[src/rtl/op_seq_pkg.sv]
// Shared definitions for the LogicCore9 operand issue sequencer.
package op_seq_pkg;

    localparam int DEFAULT_W       = 8;
    localparam int DEFAULT_TIMEOUT = 32;

    typedef enum logic [1:0] {
        S_IDLE  = 2'd0,
        S_START = 2'd1,
        S_WAIT  = 2'd2,
        S_OUT   = 2'd3
    } state_t;

endpackage

[src/rtl/op_issue_sequencer_if.sv]
// Operand-in, core-side and result-out signal bundle of the issue sequencer.
interface op_issue_sequencer_if
    import op_seq_pkg::*;
#(
    parameter int W = DEFAULT_W
);
    logic         in_valid;
    logic         in_ready;
    logic [W-1:0] in_a;
    logic [W-1:0] in_b;
    logic [W-1:0] core_a;
    logic [W-1:0] core_b;
    logic         core_start;
    logic         core_done;
    logic [W-1:0] core_result;
    logic         out_valid;
    logic         out_ready;
    logic [W-1:0] out_result;
    logic         out_timeout;

    // Sequencer view
    modport master (
        input  in_valid, in_a, in_b, core_done, core_result, out_ready,
        output in_ready, core_a, core_b, core_start, out_valid, out_result, out_timeout
    );

    // Producer / core / consumer view
    modport slave (
        output in_valid, in_a, in_b, core_done, core_result, out_ready,
        input  in_ready, core_a, core_b, core_start, out_valid, out_result, out_timeout
    );
endinterface

[src/rtl/op_watchdog.sv]
// Cycle counter that flags when a WAIT has lasted TIMEOUT cycles.
module op_watchdog #(
    parameter  int TIMEOUT = 32,
    localparam int CW      = $clog2(TIMEOUT + 1)
) (
    input  logic clk,
    input  logic rst,
    input  logic clear,
    input  logic enable,
    output logic expired
);
    logic [CW-1:0] count_r;

    // Count register: clear has priority over enable
    always_ff @(posedge clk) begin
        if (rst) begin
            count_r <= {CW{1'b0}};
        end else if (clear) begin
            count_r <= {CW{1'b0}};
        end else if (enable) begin
            count_r <= count_r + CW'(1);
        end else begin
            count_r <= count_r;
        end
    end

    assign expired = (count_r == CW'(TIMEOUT - 1));
endmodule

[src/rtl/op_issue_sequencer.sv]
// Issue stage: latches an operand pair, starts the core, collects its result
// (or a watchdog abort) and hands it downstream over valid/ready.
module op_issue_sequencer
    import op_seq_pkg::*;
#(
    parameter int W       = DEFAULT_W,
    parameter int TIMEOUT = DEFAULT_TIMEOUT
) (
    input  logic                 clk,
    input  logic                 rst,
    op_issue_sequencer_if.master bus,
    output logic                 busy
);
    state_t       state_r;
    state_t       next_state_s;
    logic         in_ready_r;
    logic         core_start_r;
    logic         busy_r;
    logic [W-1:0] core_a_r;
    logic [W-1:0] core_b_r;
    logic         out_valid_r;
    logic [W-1:0] out_result_r;
    logic         out_timeout_r;
    logic         accept_s;
    logic         capture_s;
    logic         abort_s;
    logic         release_s;
    logic         wd_clear_s;
    logic         wd_enable_s;
    logic         wd_expired_s;

    op_watchdog #(.TIMEOUT(TIMEOUT)) u_watchdog (
        .clk     (clk),
        .rst     (rst),
        .clear   (wd_clear_s),
        .enable  (wd_enable_s),
        .expired (wd_expired_s)
    );

    // State register
    always_ff @(posedge clk) begin
        if (rst) begin
            state_r <= S_IDLE;
        end else begin
            state_r <= next_state_s;
        end
    end

    // Next-state logic; done beats the watchdog when both arrive together
    always_comb begin
        next_state_s = state_r;
        case (state_r)
            S_IDLE: begin
                if (accept_s) next_state_s = S_START;
                else          next_state_s = S_IDLE;
            end
            S_START: next_state_s = S_WAIT;
            S_WAIT: begin
                if (bus.core_done || wd_expired_s) next_state_s = S_OUT;
                else                               next_state_s = S_WAIT;
            end
            S_OUT: begin
                if (bus.out_ready) next_state_s = S_IDLE;
                else               next_state_s = S_OUT;
            end
            default: next_state_s = S_IDLE;
        endcase
    end

    // Per-state control strobes
    always_comb begin
        accept_s    = 1'b0;
        capture_s   = 1'b0;
        abort_s     = 1'b0;
        release_s   = 1'b0;
        wd_clear_s  = 1'b0;
        wd_enable_s = 1'b0;
        case (state_r)
            S_IDLE:  accept_s   = bus.in_valid & in_ready_r;
            S_START: wd_clear_s = 1'b1;
            S_WAIT: begin
                wd_enable_s = 1'b1;
                if (bus.core_done) begin
                    capture_s = 1'b1;
                end else if (wd_expired_s) begin
                    abort_s = 1'b1;
                end else begin
                    capture_s = 1'b0;
                end
            end
            S_OUT: begin
                if (bus.out_ready) release_s = 1'b1;
                else               release_s = 1'b0;
            end
            default: accept_s = 1'b0;
        endcase
    end

    // Handshake flags are registered from the next state so they stay low through reset
    always_ff @(posedge clk) begin
        if (rst) begin
            in_ready_r   <= 1'b0;
            core_start_r <= 1'b0;
            busy_r       <= 1'b0;
        end else begin
            in_ready_r   <= (next_state_s == S_IDLE);
            core_start_r <= (next_state_s == S_START);
            busy_r       <= (next_state_s != S_IDLE);
        end
    end

    // Operand latch and result register
    always_ff @(posedge clk) begin
        if (rst) begin
            core_a_r      <= {W{1'b0}};
            core_b_r      <= {W{1'b0}};
            out_valid_r   <= 1'b0;
            out_result_r  <= {W{1'b0}};
            out_timeout_r <= 1'b0;
        end else begin
            if (accept_s) begin
                core_a_r <= bus.in_a;
                core_b_r <= bus.in_b;
            end
            if (capture_s) begin
                out_result_r  <= bus.core_result;
                out_timeout_r <= 1'b0;
                out_valid_r   <= 1'b1;
            end else if (abort_s) begin
                out_result_r  <= {W{1'b0}};
                out_timeout_r <= 1'b1;
                out_valid_r   <= 1'b1;
            end else if (release_s) begin
                out_valid_r   <= 1'b0;
            end
        end
    end

    assign bus.in_ready    = in_ready_r;
    assign bus.core_a      = core_a_r;
    assign bus.core_b      = core_b_r;
    assign bus.core_start  = core_start_r;
    assign bus.out_valid   = out_valid_r;
    assign bus.out_result  = out_result_r;
    assign bus.out_timeout = out_timeout_r;
    assign busy            = busy_r;
endmodule

[src/flat_wrapper.sv]
// flat-port wrapper written by rule: the top's interface ports become plain ports
module op_issue_sequencer_flat import op_seq_pkg::*;
#(
    parameter int W       = DEFAULT_W,
    parameter int TIMEOUT = DEFAULT_TIMEOUT
)
  (clk, rst, busy, bus_in_valid, bus_in_a, bus_in_b, bus_core_done, bus_core_result, bus_out_ready, bus_in_ready, bus_core_a, bus_core_b, bus_core_start, bus_out_valid, bus_out_result, bus_out_timeout);
  op_issue_sequencer_if #(.W(W)) bus_i ();
  input  logic clk;
  input  logic rst;
  output logic busy;
  input wire logic [$bits(bus_i.in_valid)-1:0] bus_in_valid;
  input wire logic [$bits(bus_i.in_a)-1:0] bus_in_a;
  input wire logic [$bits(bus_i.in_b)-1:0] bus_in_b;
  input wire logic [$bits(bus_i.core_done)-1:0] bus_core_done;
  input wire logic [$bits(bus_i.core_result)-1:0] bus_core_result;
  input wire logic [$bits(bus_i.out_ready)-1:0] bus_out_ready;
  output wire logic [$bits(bus_i.in_ready)-1:0] bus_in_ready;
  output wire logic [$bits(bus_i.core_a)-1:0] bus_core_a;
  output wire logic [$bits(bus_i.core_b)-1:0] bus_core_b;
  output wire logic [$bits(bus_i.core_start)-1:0] bus_core_start;
  output wire logic [$bits(bus_i.out_valid)-1:0] bus_out_valid;
  output wire logic [$bits(bus_i.out_result)-1:0] bus_out_result;
  output wire logic [$bits(bus_i.out_timeout)-1:0] bus_out_timeout;
  assign bus_i.in_valid = bus_in_valid;
  assign bus_i.in_a = bus_in_a;
  assign bus_i.in_b = bus_in_b;
  assign bus_i.core_done = bus_core_done;
  assign bus_i.core_result = bus_core_result;
  assign bus_i.out_ready = bus_out_ready;
  assign bus_in_ready = bus_i.in_ready;
  assign bus_core_a = bus_i.core_a;
  assign bus_core_b = bus_i.core_b;
  assign bus_core_start = bus_i.core_start;
  assign bus_out_valid = bus_i.out_valid;
  assign bus_out_result = bus_i.out_result;
  assign bus_out_timeout = bus_i.out_timeout;
  op_issue_sequencer #(.W(W), .TIMEOUT(TIMEOUT)) u_core (.clk(clk), .rst(rst), .bus(bus_i), .busy(busy));
endmodule
[config.mk]
export PLATFORM = sky130hd
export DESIGN_NAME = op_issue_sequencer_flat
export DESIGN_NICKNAME = d
export VERILOG_FILES = /design/src/rtl/op_seq_pkg.sv /design/src/rtl/op_issue_sequencer_if.sv /design/src/rtl/op_watchdog.sv /design/src/rtl/op_issue_sequencer.sv /design/src/flat_wrapper.sv
export SDC_FILE = /design/constraint.sdc
export NUM_CORES = 1
export LEC_CHECK = 0
export ABC_CLOCK_PERIOD_IN_PS = 3200
export CORE_ASPECT_RATIO = 1.4
export CORE_MARGIN = 3
export CORE_UTILIZATION = 46
export DETAILED_ROUTE_END_ITERATION = 10
export PLACE_DENSITY = 0.86
export SLEW_MARGIN = 5
export SYNTH_ARGS = -nofsm -noshare
export SYNTH_HDL_FRONTEND = slang
export SYNTH_SLANG_ARGS = --single-unit
export TNS_END_PERCENT = 5
[constraint.sdc]
create_clock -name clk -period 3.2 [get_ports clk]
set_input_delay 0.48 -clock clk [delete_from_list [all_inputs] [get_ports clk]]
set_output_delay 0.48 -clock clk [all_outputs]
set_load 0.005 [all_outputs]
# [Yosys cells after proc, flatten, opt, wreduce, memory -nomap -nowiden]
# Cells that the tools add are included.
[word_totals] ff_bits=37 wordCells=44
[op_classes] add_sub_neg=1 eq_ne=5 n_mux=19 bitwise=1 n_reduce_logical=8
[op_table] cell="8-bit 2-to-1 mux" n=2
[op_table] cell="1-bit 2-to-1 mux" n=15
[op_table] cell="2-bit one-hot mux with 4 select lines" n=1
[op_table] cell="6-bit by 1-bit adder with 6-bit output, second input constant" n=1
[op_table] cell="6-bit by 5-bit equality test with 1-bit output, second input constant" n=1
[op_table] cell="2-bit by 1-bit equality test with 1-bit output, second input constant" n=2
[op_table] cell="2-bit equality test, second input constant" n=2
[op_table] cell="2-bit zero test" n=2
[op_table] cell="2-bit nonzero test" n=2
[op_table] cell="2-bit OR reduction" n=2
[op_table] cell="3-bit nonzero test" n=1
[op_table] cell="2-bit 2-to-1 mux" n=1
[op_table] cell="1-bit bitwise AND" n=1
[op_table] cell="1-bit logical OR" n=1

# [Depth between registers and ports, before layout]
[logic_depth] word_depth=6 mapped_depth=5

# [Hierarchy]
# A second synthesis with hierarchy kept.
[hier_totals] hier_cells=161 area_unflattened_um2=1421.4
[by_module_without_submodules] mod="op_issue_sequencer" instances=1 cells_per_inst=133 area_each_um2=1162.4
[by_module_without_submodules] mod="op_watchdog" instances=1 cells_per_inst=28 area_each_um2=259.0

# [Worst setup path after synthesis]
# No wires, ideal clock.
[synth_timing] path_type="register to register" from="register u_core.u_watchdog.count_r[0]" to="register u_core.u_watchdog.count_r[4]" setup_time_ns=0.070 arrival_time_ns=1.229 t_required_ns=3.130 setup_slack_ns=1.902 stages_incl_launch_ff=6 path_buffers=1 period_less_slack_ns=1.298 path_cell_list="dfxtp_1 > ha_1 > nand4b_1 > buf_2 > or3_1 > a21oi_1"
[synth_via] elab_chain_len=1
[synth_rtl] item="start, declared" line="op_watchdog.sv:12" text="logic [CW-1:0] count_r;"
[synth_rtl] item="start signal, assigned" line="op_watchdog.sv:17" text="count_r <= {CW{1'b0}};"
[synth_rtl] item="start signal, assigned" line="op_watchdog.sv:19" text="count_r <= {CW{1'b0}};"
[synth_rtl] item="start signal, assigned" line="op_watchdog.sv:21" text="count_r <= count_r + CW'(1);"
[synth_rtl] item="6-bit by 1-bit adder with 6-bit output" line="op_watchdog.sv:21"
# Every way passes these cells.
# A chain may end at the register's enable or synchronous reset.

# [Final worst setup path]
[layout_timing] from="register u_core.state_r[1]" to="register u_core.in_ready_r, in the netlist u_core.bus.in_ready"
[layout_via] elab_chain_len=5 word_cells_on_any_way=8 cone_classes="eq/ne: 3; mux: 3; reduce/logical: 2"
[layout_rtl] item="start, declared" line="op_issue_sequencer.sv:14" text="state_t state_r;"
[layout_rtl] item="start signal, assigned" line="op_issue_sequencer.sv:45" text="state_r <= next_state_s;"
[layout_rtl] item="2-bit zero test" line="op_issue_sequencer.sv:52, op_issue_sequencer.sv:78"
[layout_rtl] item="1-bit 2-to-1 mux" line="op_issue_sequencer.sv:78" text="case (state_r)"
[layout_rtl] item="1-bit 2-to-1 mux" line="op_issue_sequencer.sv:54" text="if (accept_s) next_state_s = S_START;"
[layout_rtl] item="2-bit one-hot mux with 4 select lines (*)" line="op_issue_sequencer.sv:52" text="case (state_r)"
[layout_rtl] item="2-bit zero test (*)" line="op_issue_sequencer.sv:106" text="in_ready_r <= (next_state_s == S_IDLE);"
[layout_rtl] item="end signal, assigned" line="op_issue_sequencer.sv:106"
[layout_rtl] item="end, declared" line="op_issue_sequencer.sv:16" text="logic in_ready_r;"
# Mark *: on every way between the ends. The rest lies on a longest branch, timed or not.

==> impl_metrics.sql <==
INSERT INTO impl_metrics (metric_group, metric, value, unit) VALUES
('run_status', 'status', 'completed', ''),
('yosys', 'ys_seq_area_share', '50.8', '%'),
('placed_design', 'port-buffer-count', '57', ''),
('timing', 'timing.final.setup_violations', '0', ''),
('worst_setup_path', 'crit_path_start_kind', 'flop', ''),
('yosys', 'synth_ff_type', 'dfxtp_1', ''),
('timing', 'worst_slack', '1260', 'ps'),
('global_routing', 'pin_count_of_the_biggest_net_entering_global_routing', '19', ''),
('worst_setup_path', 'endpoint_kind_of_the_worst_setup_timing_path', 'flop', ''),
('worst_setup_path', 'worstPathRequired', '3380', 'ps'),
('cts', 'cts_root_buf', 'clkbuf_8', ''),
('timing', 'worst_slew_margin_rel', '57.9', '%'),
('timing', 'max_slew_vio_count', '0', ''),
('route', 'drt_drc_violations_left', '0', ''),
('floorplanning', 'initial_utilization', '49.7', '%'),
('finish', 'finalInstanceArea', '2120', 'um^2'),
('timing', 'max_freq', '0.516', 'GHz'),
('timing', 'min_period_over_period', '60.6', '%'),
('cts', 'clkSlewWorstSetupHoldPaths', '70', 'ps'),
('global_routing', 'antenna_found_initial', '0', ''),
('cts', 'numCtsBuffers', '5', ''),
('worst_setup_path', 'critical_path.slowest_cell', 'dfxtp_1', ''),
('cts', 'clock_sink_count', '37', ''),
('finish', 'post_route_cells_drive_above_1_share', '5.26', '%'),
('yosys', 'synth_simple_gate_area_share', '22.4', '%'),
('finish', 'multiInputGateArea', '649', 'um^2'),
('global_routing', 'vias_in_the_first_global_route', '1325', ''),
('yosys', 'leading_area_contributor_after_synthesis', 'dfxtp_1', ''),
('route', 'drt_first_iter_violations', '23', ''),
('yosys', 'post-synth-top-count-cell', 'nand2_1', ''),
('timing', 'final.setup.tns', '0', 'ps'),
('finish', 'final_core_utilization', '72.3', '%'),
('cts', 'htreeDepth', '2', ''),
('timing', 'grt_setup_unrepaired', 'no', ''),
('yosys', 'post-synth-top-area-fraction', '50.8', '%'),
('timing', 'skew', '2.10', 'ps'),
('floorplanning', 'rows', '23', ''),
('placed_design', 'globalplace.congestion', '0.709', ''),
('route', 'drt_first_pass_iters', '4', ''),
('finish', 'fill_cells', '246', ''),
('yosys', 'ys_async_sr_fraction', '0', '%'),
('yosys', 'synth.mux.area_fraction', '0', '%'),
('cts', 'post_cts_resized', '0', ''),
('finish', 'antenna_cells', '0', ''),
('floorplanning', 'fp.dieW', '53.6', 'um'),
('yosys', 'synth_xor_xnor_area_share', '0.600', '%'),
('cts', 'cts_tree', 'built', ''),
('finish', 'area.growth.synth_to_final', '45.5', '%'),
('global_routing', 'grt_pass1_wl', '5.50', 'mm'),
('worst_setup_path', 'worst_path_largest_cell_delay', '660', 'ps'),
('cts', 'clk_latency', '280', 'ps'),
('yosys', 'mappedNetlistNets', '204', ''),
('yosys', 'combinational_family_with_the_most_area_after_synthesis', 'simple AND/OR/NAND/NOR gates', ''),
('worst_setup_path', 'worst-endpoint-arrival', '2120', 'ps'),
('route', 'route.detailed.wl_per_inst', '13.4', 'um'),
('route', 'routed-via-count', '1435', ''),
('placed_design', 'place_area', '2040', 'um^2'),
('timing', 'finalHoldViolations', '0', ''),
('yosys', 'synth-edff-count', '0', ''),
('cts', 'cts_hold_buf', '0', ''),
('yosys', 'synth_seq_cells', '37', ''),
('yosys', 'ys_warn_count', '0', ''),
('global_routing', 'grt_util_all_layers', '19.3', '%'),
('finish', 'area.sequential', '741', 'um^2'),
('worst_setup_path', 'worst-path-buf-inv', '0', ''),
('route', 'route.antenna.remaining_nets', '0', ''),
('timing', 'worst-slew-pin-transition', '629', 'ps'),
('finish', 'net_count_final', '257', ''),
('pwr', 'peakVddDrop', '0.333', 'mV'),
('yosys', 'yosys-top-cells-area', 'dfxtp_1 (51%), nand2_1 (12%), a21oi_1 (11%)', ''),
('route', 'routed_wirelength', '3.55', 'mm');
[layout by cell type, fill, tap and decap left out, types with 3 or more instances in the layout]
cell | netlist | layout
clkdlybuf4s50_1 | 0 | 57
nand2_1 | 45 | 45
dfxtp_1 | 37 | 37
a21oi_1 | 31 | 31
o211ai_1 | 9 | 9
nand3b_1 | 5 | 5
clkbuf_8 | 0 | 5
inv_1 | 4 | 4
a31oi_1 | 4 | 4
or3_1 | 3 | 3
[report_power, final]
| part | switching, mW | leakage (nW) | internal, mW | total (mW) |
|---|---|---|---|---|
| sequential | 0.0211 | 0.300 | 0.485 | 0.506 |
| combinational | 0.0568 | 0.371 | 0.0910 | 0.148 |
| clock | 0.161 | 0.0439 | 0.150 | 0.311 |
| total | 0.239 | 0.715 | 0.726 | 0.965 |
[per-stage QoR]
step | hold slack, ps | power (mW)
6_report | 454 | 0.965
5_1_grt | 481 | 1.01
4_1_cts | 457 | 0.976
3_5_place_dp | 447 | 0.664
3_3_place_gp | 440 | 0.658
2_1_floorplan | 445 | 0.576
[worst reg2reg max path, stage by stage (launching register included)]
cell and delay (ps):
dfxtp_1 660, nand4b_1 500, or2_2 490, and4b_1 190
[layout make-up]
class	count	area share, %
Timing Repair Buffer	59	27.6
Sequential cell	37	34.9
Inverter	4	0.707
Clock buffer	5	3.24
Tap cell	37	2.18
Clock inverter	3	0.825
Multi-Input combinational cell	120	30.6
[cells by family (layout without fill, tap and decap cells)]
family / count (synthesis) / in the layout
AND/OR/NAND/NOR: 67 / 67
AO/OA/AOI/OAI: 51 / 51
flip-flops: 37 / 37
buffers and inverters: 17 / 71
adder cells (fa/ha/maj): 1 / 1
XOR/XNOR: 1 / 1
[flip-flops by register name (all words and copies together) (netlist names)]
register and cells:
u_core.bus.core_a 8, u_core.bus.core_b 8, u_core.bus.out_result 8, u_core.u_watchdog.count_r 6, u_core.state_r 2, u_core.bus.core_start 1, u_core.bus.in_ready 1, u_core.bus.out_timeout 1
u_core.bus.out_valid 1, u_core.busy 1
[path summary, 6_finish.rpt]
kind	from	to	slack [ps]	cells past startpoint
worst max-delay path	u_core.state_r[1]	u_core.bus.in_ready	1260	3
worst min-delay path	u_core.bus.core_a[1]	u_core.bus.core_a[1]	450	2
worst max register to register	u_core.state_r[1]	u_core.bus.in_ready	1260	3
worst min register to register	u_core.bus.core_a[1]	u_core.bus.core_a[1]	450	2
[routing by layer]
metal  routed length, um  GRT usage, %  part of all wire [%]  vias to the layer above
li1                    -             -                     -                      703
met1                1390          19.8                    39                      666
met2                1790          32.6                    51                       52
met3                 251          6.34                   7.1                       14
met4                 116          11.9                   3.3                        0
met5                   0             0                     0                        -
No activity file was read; power rests on OpenSTA's default activity.
